### src/rtl/regfile_seq_ctrl.sv
// regfile_seq_ctrl: multi-cycle sequencer for the 16-bit register-file datapath.
// Fetches an instruction over a req/ack port, decodes it into register-file
// selects and strobes, starts the ALU, runs RAM load/store handshakes and
// halts with a sticky error if any awaited acknowledge takes too long.
module regfile_seq_ctrl #(
    parameter int PC_W    = 8,
    parameter int TIMEOUT = 16
) (
    input  logic            clk_i,
    input  logic            rst_i,
    output logic [PC_W-1:0] pc_o,
    output logic            imem_req_o,
    input  logic            imem_ack_i,
    input  logic [15:0]     instr_i,
    output logic [2:0]      rs_o,
    output logic [2:0]      rt_o,
    output logic [2:0]      rd_o,
    output logic [3:0]      opcode_o,
    output logic            w_en_o,
    output logic            w_en2_o,
    output logic            wb_sel_o,
    output logic            alu_start_o,
    input  logic            alu_done_i,
    output logic            mem_req_o,
    output logic            mem_we_o,
    input  logic            mem_ack_i,
    output logic            halted_o,
    output logic            err_o,
    output logic [2:0]      state_dbg_o
);

    localparam int WAIT_W = $clog2(TIMEOUT + 1);
    localparam logic [WAIT_W-1:0] WAIT_LAST = WAIT_W'(TIMEOUT - 1);

    localparam logic [3:0] OP_LAST_WB = 4'd9;
    localparam logic [3:0] OP_LOAD    = 4'd13;
    localparam logic [3:0] OP_STORE   = 4'd14;
    localparam logic [3:0] OP_HALT    = 4'd15;

    typedef enum logic [2:0] {
        S_FETCH  = 3'd0,
        S_DECODE = 3'd1,
        S_EXEC   = 3'd2,
        S_MEM    = 3'd3,
        S_WB     = 3'd4,
        S_HALT   = 3'd5
    } state_t;

    state_t            state_q, state_d;
    logic [PC_W-1:0]   pc_q, pc_d;
    logic [15:3]       instrReg_q, instrReg_d;
    logic [WAIT_W-1:0] waitCnt_q, waitCnt_d;
    logic              err_q, err_d;
    // High for the first cycle after reset so the fetch request only rises
    // once reset has actually been released.
    logic              resetHold_q;

    logic [3:0] irOp;
    logic       isLoad;
    logic       isStore;
    logic       waitExpired;
    logic       unusedLowBits;

    assign irOp          = instrReg_q[15:12];
    assign isLoad        = (irOp == OP_LOAD);
    assign isStore       = (irOp == OP_STORE);
    assign waitExpired   = (waitCnt_q == WAIT_LAST);
    assign unusedLowBits = ^instr_i[2:0];

    // State, PC, instruction register, wait counter and error flag registers.
    always_ff @(posedge clk_i) begin
        if (rst_i) begin
            state_q     <= S_FETCH;
            pc_q        <= '0;
            instrReg_q  <= '0;
            waitCnt_q   <= '0;
            err_q       <= 1'b0;
            resetHold_q <= 1'b1;
        end else begin
            state_q     <= state_d;
            pc_q        <= pc_d;
            instrReg_q  <= instrReg_d;
            waitCnt_q   <= waitCnt_d;
            err_q       <= err_d;
            resetHold_q <= 1'b0;
        end
    end

    // Next-state logic: handshakes advance the sequence, waits time out to HALT.
    always_comb begin
        state_d    = state_q;
        pc_d       = pc_q;
        instrReg_d = instrReg_q;
        waitCnt_d  = waitCnt_q;
        err_d      = err_q;

        case (state_q)
            S_FETCH: begin
                if (!resetHold_q) begin
                    if (imem_ack_i) begin
                        instrReg_d = instr_i[15:3];
                        state_d    = S_DECODE;
                        waitCnt_d  = '0;
                    end else if (waitExpired) begin
                        err_d     = 1'b1;
                        state_d   = S_HALT;
                        waitCnt_d = '0;
                    end else begin
                        waitCnt_d = waitCnt_q + WAIT_W'(1);
                    end
                end
            end
            S_DECODE: begin
                waitCnt_d = '0;
                if (irOp == OP_HALT) begin
                    state_d = S_HALT;
                end else if (isLoad || isStore) begin
                    state_d = S_MEM;
                end else begin
                    state_d = S_EXEC;
                end
            end
            S_EXEC: begin
                if (alu_done_i) begin
                    waitCnt_d = '0;
                    if (irOp <= OP_LAST_WB) begin
                        state_d = S_WB;
                    end else begin
                        state_d = S_FETCH;
                        pc_d    = pc_q + PC_W'(1);
                    end
                end else if (waitExpired) begin
                    err_d     = 1'b1;
                    state_d   = S_HALT;
                    waitCnt_d = '0;
                end else begin
                    waitCnt_d = waitCnt_q + WAIT_W'(1);
                end
            end
            S_MEM: begin
                if (mem_ack_i) begin
                    waitCnt_d = '0;
                    if (isLoad) begin
                        state_d = S_WB;
                    end else begin
                        state_d = S_FETCH;
                        pc_d    = pc_q + PC_W'(1);
                    end
                end else if (waitExpired) begin
                    err_d     = 1'b1;
                    state_d   = S_HALT;
                    waitCnt_d = '0;
                end else begin
                    waitCnt_d = waitCnt_q + WAIT_W'(1);
                end
            end
            S_WB: begin
                waitCnt_d = '0;
                state_d   = S_FETCH;
                pc_d      = pc_q + PC_W'(1);
            end
            S_HALT: begin
                waitCnt_d = '0;
            end
            default: begin
                state_d   = S_FETCH;
                waitCnt_d = '0;
            end
        endcase
    end

    // Moore output decode from the registered state and instruction register.
    always_comb begin
        imem_req_o  = 1'b0;
        rs_o        = 3'd0;
        rt_o        = 3'd0;
        rd_o        = 3'd0;
        opcode_o    = 4'h0;
        w_en_o      = 1'b0;
        w_en2_o     = 1'b0;
        wb_sel_o    = 1'b0;
        alu_start_o = 1'b0;
        mem_req_o   = 1'b0;
        mem_we_o    = 1'b0;
        halted_o    = 1'b0;

        if (state_q != S_FETCH) begin
            rd_o = instrReg_q[11:9];
            rs_o = instrReg_q[8:6];
            rt_o = instrReg_q[5:3];
        end

        case (state_q)
            S_FETCH: begin
                imem_req_o = !resetHold_q;
            end
            S_EXEC: begin
                opcode_o    = irOp;
                alu_start_o = (waitCnt_q == '0);
            end
            S_MEM: begin
                mem_req_o = 1'b1;
                mem_we_o  = isStore;
                w_en2_o   = isStore;
            end
            S_WB: begin
                opcode_o = irOp;
                w_en_o   = 1'b1;
                wb_sel_o = isLoad;
            end
            S_HALT: begin
                halted_o = 1'b1;
            end
            default: begin
                imem_req_o = 1'b0;
            end
        endcase
    end

    assign pc_o        = pc_q;
    assign err_o       = err_q;
    assign state_dbg_o = state_q;

endmodule

### config.mk
export PLATFORM = sky130hd
export DESIGN_NAME = regfile_seq_ctrl
export DESIGN_NICKNAME = d
export VERILOG_FILES = /design/src/rtl/regfile_seq_ctrl.sv
export SDC_FILE = /design/constraint.sdc
export NUM_CORES = 1
export LEC_CHECK = 0
export CORE_MARGIN = 1.5
export CORE_UTILIZATION = 45
export DETAILED_ROUTE_END_ITERATION = 10
export PLACE_DENSITY = 0.79
export SYNTH_ARGS = -nofsm -noshare
export SYNTH_HDL_FRONTEND = slang
export SYNTH_SLANG_ARGS = --single-unit
### constraint.sdc
create_clock -name clk_i -period 2.26 [get_ports clk_i]
set_clock_uncertainty 0.1 [all_clocks]
set_input_delay 0.678 -clock clk_i [delete_from_list [all_inputs] [get_ports clk_i]]
set_output_delay 0.678 -clock clk_i [all_outputs]
set_load 0.02 [all_outputs]
Word level (Yosys, flattened, before mapping):

Index checks and enable logic that the tools add are counted.

* muxes and demuxes: 39
* add/sub/neg operators: 2
* $lt $le $gt $ge: 1
* reductions and logical operators: 12
* eq/ne operators: 17
* bitwise gates (word level): 2

Operator list (number)
* 3-bit two-way mux: 11
* 8-bit two-way mux: 4
* 5-bit two-way mux: 5
* 8-bit case mux with 3 select lines: 1
* 2-bit inequality test (second input constant): 8
* 3-bit case mux with 5 select lines: 1
* 5-bit case mux with 3 select lines: 1
* 1-bit two-way mux: 14
* 4-bit == test (second input constant): 3
* 5-bit AND reduction: 2
* 3-bit nonzero test: 3
* 8-bit by 1-bit adder with 8-bit output (second input constant): 1
* 3-bit by 2-bit == test with 1-bit output (second input constant): 2
* 3-bit == test (second input constant): 2
* 5-bit by 1-bit adder with 5-bit output (second input constant): 1
* 5-bit by 4-bit == test with 1-bit output (second input constant): 1
* 5-bit zero test: 1
* 4-bit <= comparator (second input constant): 1
* 4-bit two-way mux: 1
* 3-bit by 1-bit == test with 1-bit output (second input constant): 1
* 3-bit zero test: 1
* 1-bit case mux with 3 select lines: 1
* 3-bit AND reduction: 1
* 1-bit NOT: 2
* other kinds (4): 4

* flip-flop bits (word level): 31
* logic and storage cells: 79
* output and inout port bits: 33
* input port bits: 21

Depth between registers and ports, before layout:

* depth after elaboration: 5
* depth in mapped cells: 7
* depth with buffers taken out: 6

Least setup slack after synthesis:

No wires, ideal clock.

* kind: reg2out
* start point: register state_q[1], in the netlist state_dbg_o[1]
* end point: output w_en2_o
* buffers on the path: 1
* path slack: -342 ps
* stages on the path, launching flop included: 5
* data required time: 1482 ps
* data arrival time: 1824 ps
* cell sequence: dfxtp_1 -> and2b_4 -> nand2_1 -> nor4_1 -> buf_4

* longest elaborated chain between the ends: 2

RTL lines
* start, declared: line 49 `state_t state_q, state_d;`
* start signal, assigned: line 80 `state_q <= state_d;`
* 3-bit by 2-bit == test with 1-bit output
* 1-bit two-way mux
* end, declared: line 20 `output logic w_en2_o,`

Every way passes these cells.

Worst setup path in the final report:

* start point: register waitCnt_q[0]
* end point: output alu_start_o

* longest elaborated chain between the ends: 2

RTL lines
* start, declared: line 52 `logic [WAIT_W-1:0] waitCnt_q, waitCnt_d;`
* start signal, assigned: line 83 `waitCnt_q <= waitCnt_d;`
* 5-bit zero test: line 199 `alu_start_o = (waitCnt_q == '0);`
* 1-bit two-way mux: line 193 `case (state_q)`
* end, declared: line 22 `output logic alu_start_o,`

Every way passes these cells.

==> out/summary.md <==
For this run, design rule violations remaining after detail routing come to 0. The synthesized netlist contains 47 unique library cells. In this run the horizontal extent of the chip is 63.4 µm. Derived from the worst setup path, the maximum achievable clock frequency is 0.409 GHz. The data required time of the worst path came out at 1.48 ns. The overall power of the completed layout came out at 1210 µW. The synthesized design devotes to its leading area cell type 37.8% of total area.

The clock transition time at the flip-flop clock pins of the worst setup and hold paths was 0.10 ns; the count of final hold-check violations was 0. The synthesized design contains 0 enable-type register cells. After synthesis, the cell types taking the most area are sky130_fd_sc_hd__dfxtp_1 (38%), sky130_fd_sc_hd__nand2_1 (9.1%), sky130_fd_sc_hd__a21oi_1 (7.0%). The remaining antenna violation count was 0. The post-route minimum period was 2.44 ns. The initial antenna violation count came out at 0. Stage delay of the slowest cell on the critical path: 0.46 ns.

The reg2reg setup slack is 0.34 ns. Summing the areas of all xor and xnor instances in the mapped netlist gives 3.73% of the synthesized area. The worst-case IR drop observed on VDD is 512 µV.

The met3 wire length was 197 µm; the post-synthesis area per instance was 7.86 µm². STA classifies the critical path endpoint as an output port. The run gives 3050 µm as the post-detailed-placement half-perimeter wirelength. Proportion of register bits with asynchronous set or reset after synthesis: 0%.

In this run the static leakage power is 0.00104 µW. Synthesis produced 209 cells. Measured against its own limit, the worst slew margin works out to 68.4%. Setup repair after global routing could not meet its margin everywhere. The logs give 290 for the number of inserted filler cells in the final layout and 0 for the diode insertion count for antenna repair. The number of slew-limit violations in the final report is 0.

The final estimated routing congestion in global placement is 0.839, and the total routed wire length on the met1 layer is 1910 µm. After floorplanning, the core was divided into 21 placement rows. The most frequently used flop master after synthesis is sky130_fd_sc_hd__dfxtp_1. STA classifies the critical path startpoint as a flip-flop. The total power divided by cell area is 488 nW/µm².

The flow ran to the end, but the final reports show violations. In this run the number of H-tree levels came out at 2. The slowest cell on the critical path was sky130_fd_sc_hd__or4b_4. When the netlist entered floorplanning its net count stood at 233. Compared with the post-synthesis result, the final layout area differs by 51.5%.

Summing the sequential cell areas from Yosys gives 37.8% of the chip area. The global-route wire length before repair was 7230 µm; the simple-gate share of the synthesized area was 33.9%. The largest fanout on the critical path came out at 2.

The detailed router's first-iteration violation count was 68. The total global routing overflow was 0. The post-route fraction of the period consumed by the critical path works out to 108%.

Max-cap violations in this run came to 0. Routed signal wires occupy layers up through met4. The biggest area contributor in the post-synthesis netlist is sky130_fd_sc_hd__dfxtp_1. By startpoint and endpoint, the worst setup path is classified as flip-flop to output port. The portion of synthesized area spent on multiplexers is 0.609%.

Wire segments on met2 add up to 2070 µm in the final route. After floorplanning, the core was sized to cover 3420 µm². In this run the critical register-to-register path is captured at pc_o[0].

The signal on the critical path passes through inv_1 -> ha_1 -> or4b_4 -> nor3_2 -> buf_4. The adder-cell share of the synthesized area was 2.28%; the final-report setup violation count was 1. For this configuration, the core starts out at a cell density of 48.1%.

The number of cells on the worst reg-to-reg path is 7. Buffers inserted during clock tree synthesis total 5. For this run, the total global-route usage over all layers was measured as 22.5%. Counting every sink on the clock net gives 31. The tree is rooted in a sky130_fd_sc_hd__clkbuf_4. The number of global-route vias before repair came out at 1643.

TritonCTS built the clock tree. For the data arrival time at the worst-slack endpoint, the log shows 1.66 ns. The type of the worst min-delay path was flip-flop to flip-flop. The mapped cell area is 1640 µm², and the die footprint is 4020 µm². During synthesis, Yosys emitted a total of 0 warnings. The count of pins on the block boundary was 54.

The final reports fail on negative setup slack. In this run the deepest clock path goes through 2 buffers. The tools report the layout net count as 315. The final worst slack is -0.182 ns. The vias per cell works out to 5.10.

Routed wire length per instance: 12.5 µm. Before antenna repair, the detailed router went through 4 iterations. The number of buffer cells added on primary ports came out at 50.

The tools report the beginning of the critical path as waitCnt_q[0]. The transition time at the pin with the least slew margin works out to 0.472 ns. The y dimension of the die works out to 63.4 µm. Entering global routing, the biggest net connects 19 pins.

The total length of routed wires is 4230 µm, and the area fraction in compound gates after synthesis is 16.5%. The tools report the last element of the critical path as alu_start_o. The worst register-to-register path begins at state_dbg_o[0]. The routed layout has 1723 vias.

Of the cells placed in the final design, the portion with a size suffix greater than 1 is 30.5%. After synthesis, the largest family of logic cells by area is simple AND/OR/NAND/NOR gates. For this design, the CTS-stage hold fixing added 0 buffers. The insertion delay to the later sink of the worst-skew pair was 0.34 ns; the total of flip-flops plus latches after synthesis was 31. The run gives 0.355 ns as the worst hold margin.
==> cell usage after synthesis (4+ instances only) <==
cell,n
sky130_fd_sc_hd__nand2_1,40
sky130_fd_sc_hd__dfxtp_1,31
sky130_fd_sc_hd__a21oi_1,23
sky130_fd_sc_hd__nor2_1,19
sky130_fd_sc_hd__nor2b_1,11
sky130_fd_sc_hd__nor3_1,7
sky130_fd_sc_hd__and2_1,6
sky130_fd_sc_hd__clkbuf_1,5
sky130_fd_sc_hd__inv_1,5
sky130_fd_sc_hd__nand3_1,5
sky130_fd_sc_hd__xor2_1,5
sky130_fd_sc_hd__o21ai_0,4
==> placed cells by master (no fill, tap or decap), types with 2 or more instances in the layout <==
cell type | netlist | routed
sky130_fd_sc_hd__and2_1 | 6 | 6
sky130_fd_sc_hd__nor2_2 | 1 | 3
sky130_fd_sc_hd__nand3_1 | 5 | 5
sky130_fd_sc_hd__buf_6 | 1 | 3
sky130_fd_sc_hd__and3_1 | 3 | 3
sky130_fd_sc_hd__clkbuf_4 | 0 | 5
sky130_fd_sc_hd__dfxtp_2 | 0 | 5
sky130_fd_sc_hd__dfxtp_1 | 31 | 26
sky130_fd_sc_hd__clkbuf_2 | 0 | 3
sky130_fd_sc_hd__inv_1 | 5 | 5
sky130_fd_sc_hd__o21ai_0 | 4 | 4
sky130_fd_sc_hd__nor4_4 | 0 | 2
sky130_fd_sc_hd__clkdlybuf4s50_1 | 0 | 27
sky130_fd_sc_hd__a21oi_1 | 23 | 23
sky130_fd_sc_hd__buf_2 | 2 | 11
sky130_fd_sc_hd__a41oi_1 | 2 | 2
sky130_fd_sc_hd__ha_1 | 3 | 3
sky130_fd_sc_hd__nor2b_1 | 11 | 11
sky130_fd_sc_hd__dlygate4sd2_1 | 0 | 2
sky130_fd_sc_hd__nor3_1 | 7 | 5
sky130_fd_sc_hd__buf_4 | 3 | 39
sky130_fd_sc_hd__nand4_1 | 2 | 2
sky130_fd_sc_hd__nor2_1 | 19 | 17
sky130_fd_sc_hd__nand2_1 | 40 | 39
sky130_fd_sc_hd__clkbuf_8 | 0 | 2
sky130_fd_sc_hd__o21ai_1 | 3 | 3
sky130_fd_sc_hd__xor2_1 | 5 | 5
==> cell type report <==
class | count | area [µm²] | share of cell area, %
multi-input cells | 161 | 1010 | 40.7
repair buffers | 86 | 697 | 28.0
flip-flops and latches | 31 | 627 | 25.2
clock buffers | 7 | 65.1 | 2.61
well taps | 46 | 57.6 | 2.31
inverters | 6 | 22.5 | 0.905
clock inverters | 1 | 7.51 | 0.302
==> state kept, by name (all words and copies together), names as in the netlist <==
signal	count
instrReg_q	13
pc_o	8
waitCnt_q	5
state_dbg_o	3
err_o	1
resetHold_q	1
==> critical path: cells and delay by family (launching register included) <==
kind                     cells  cell delay, ns
adder cells (fa/ha/maj)      1            0.14
AND/OR/NAND/NOR              2            0.65
flip-flops                   1            0.33
buffers and inverters        2            0.21
==> kinds of logic (layout without fill, tap and decap cells) <==
kind of cell,count (synthesis),after routing
AOI/OAI and AO/OA,41,41
muxes,1,1
adders and majority gates,3,3
DFF,31,31
and+or+nand+nor,109,109
buffers and inverters,17,100
xor gates and xnor gates,7,7
==> per-stage QoR <==
stage,std cells,cell area (µm²),setup slack (ns),utilization (%),setup TNS [ns]
4_1_cts,340,2460,-0.274,72.1,-0.343
3_5_place_dp,327,2410,-0.340,70.4,-0.626
5_1_grt,338,2490,-0.244,72.9,-0.265
3_3_place_gp,327,2410,-0.325,70.4,-0.416
2_1_floorplan,209,1660,0.0721,-,0
6_report,338,2490,-0.182,72.9,-0.182
==> how the worst min path moves through the flow <==
stage	to	slack (ns)	cells after the start	startpoint
global placement	instrReg_q[7]	0.34	2	instrReg_q[7]
CTS	instrReg_q[9]	0.36	2	instrReg_q[9]
global route	instrReg_q[9]	0.38	2	instrReg_q[9]
detailed placement	instrReg_q[9]	0.35	2	instrReg_q[9]
finish	instrReg_q[9]	0.36	2	instrReg_q[9]
floorplan	instrReg_q[10]	0.33	2	instrReg_q[10]
==> report_power, final <==
group,switching (µW),internal (µW)
registers,19.3,567
clock network,193,182
logic,127,127
==> layer usage <==
layer | global-route usage, % | vias to the layer above
met4 | 9.24 | 0
met2 | 35.3 | 52
met1 | 29.2 | 790
li1 | - | 875
met5 | 0 | -
met3 | 6.25 | 6
==> repair_timing <==
item | in CTS | in global routing
endpoints found under the hold margin | 0 | 0
gates cloned | 1 | 0
endpoints found under the setup margin | 23 | 14
pin swaps | 2 | 3
resized for setup | 86 | 22
setup buffers | 4 | 0
(Power assumes the default switching activity.)
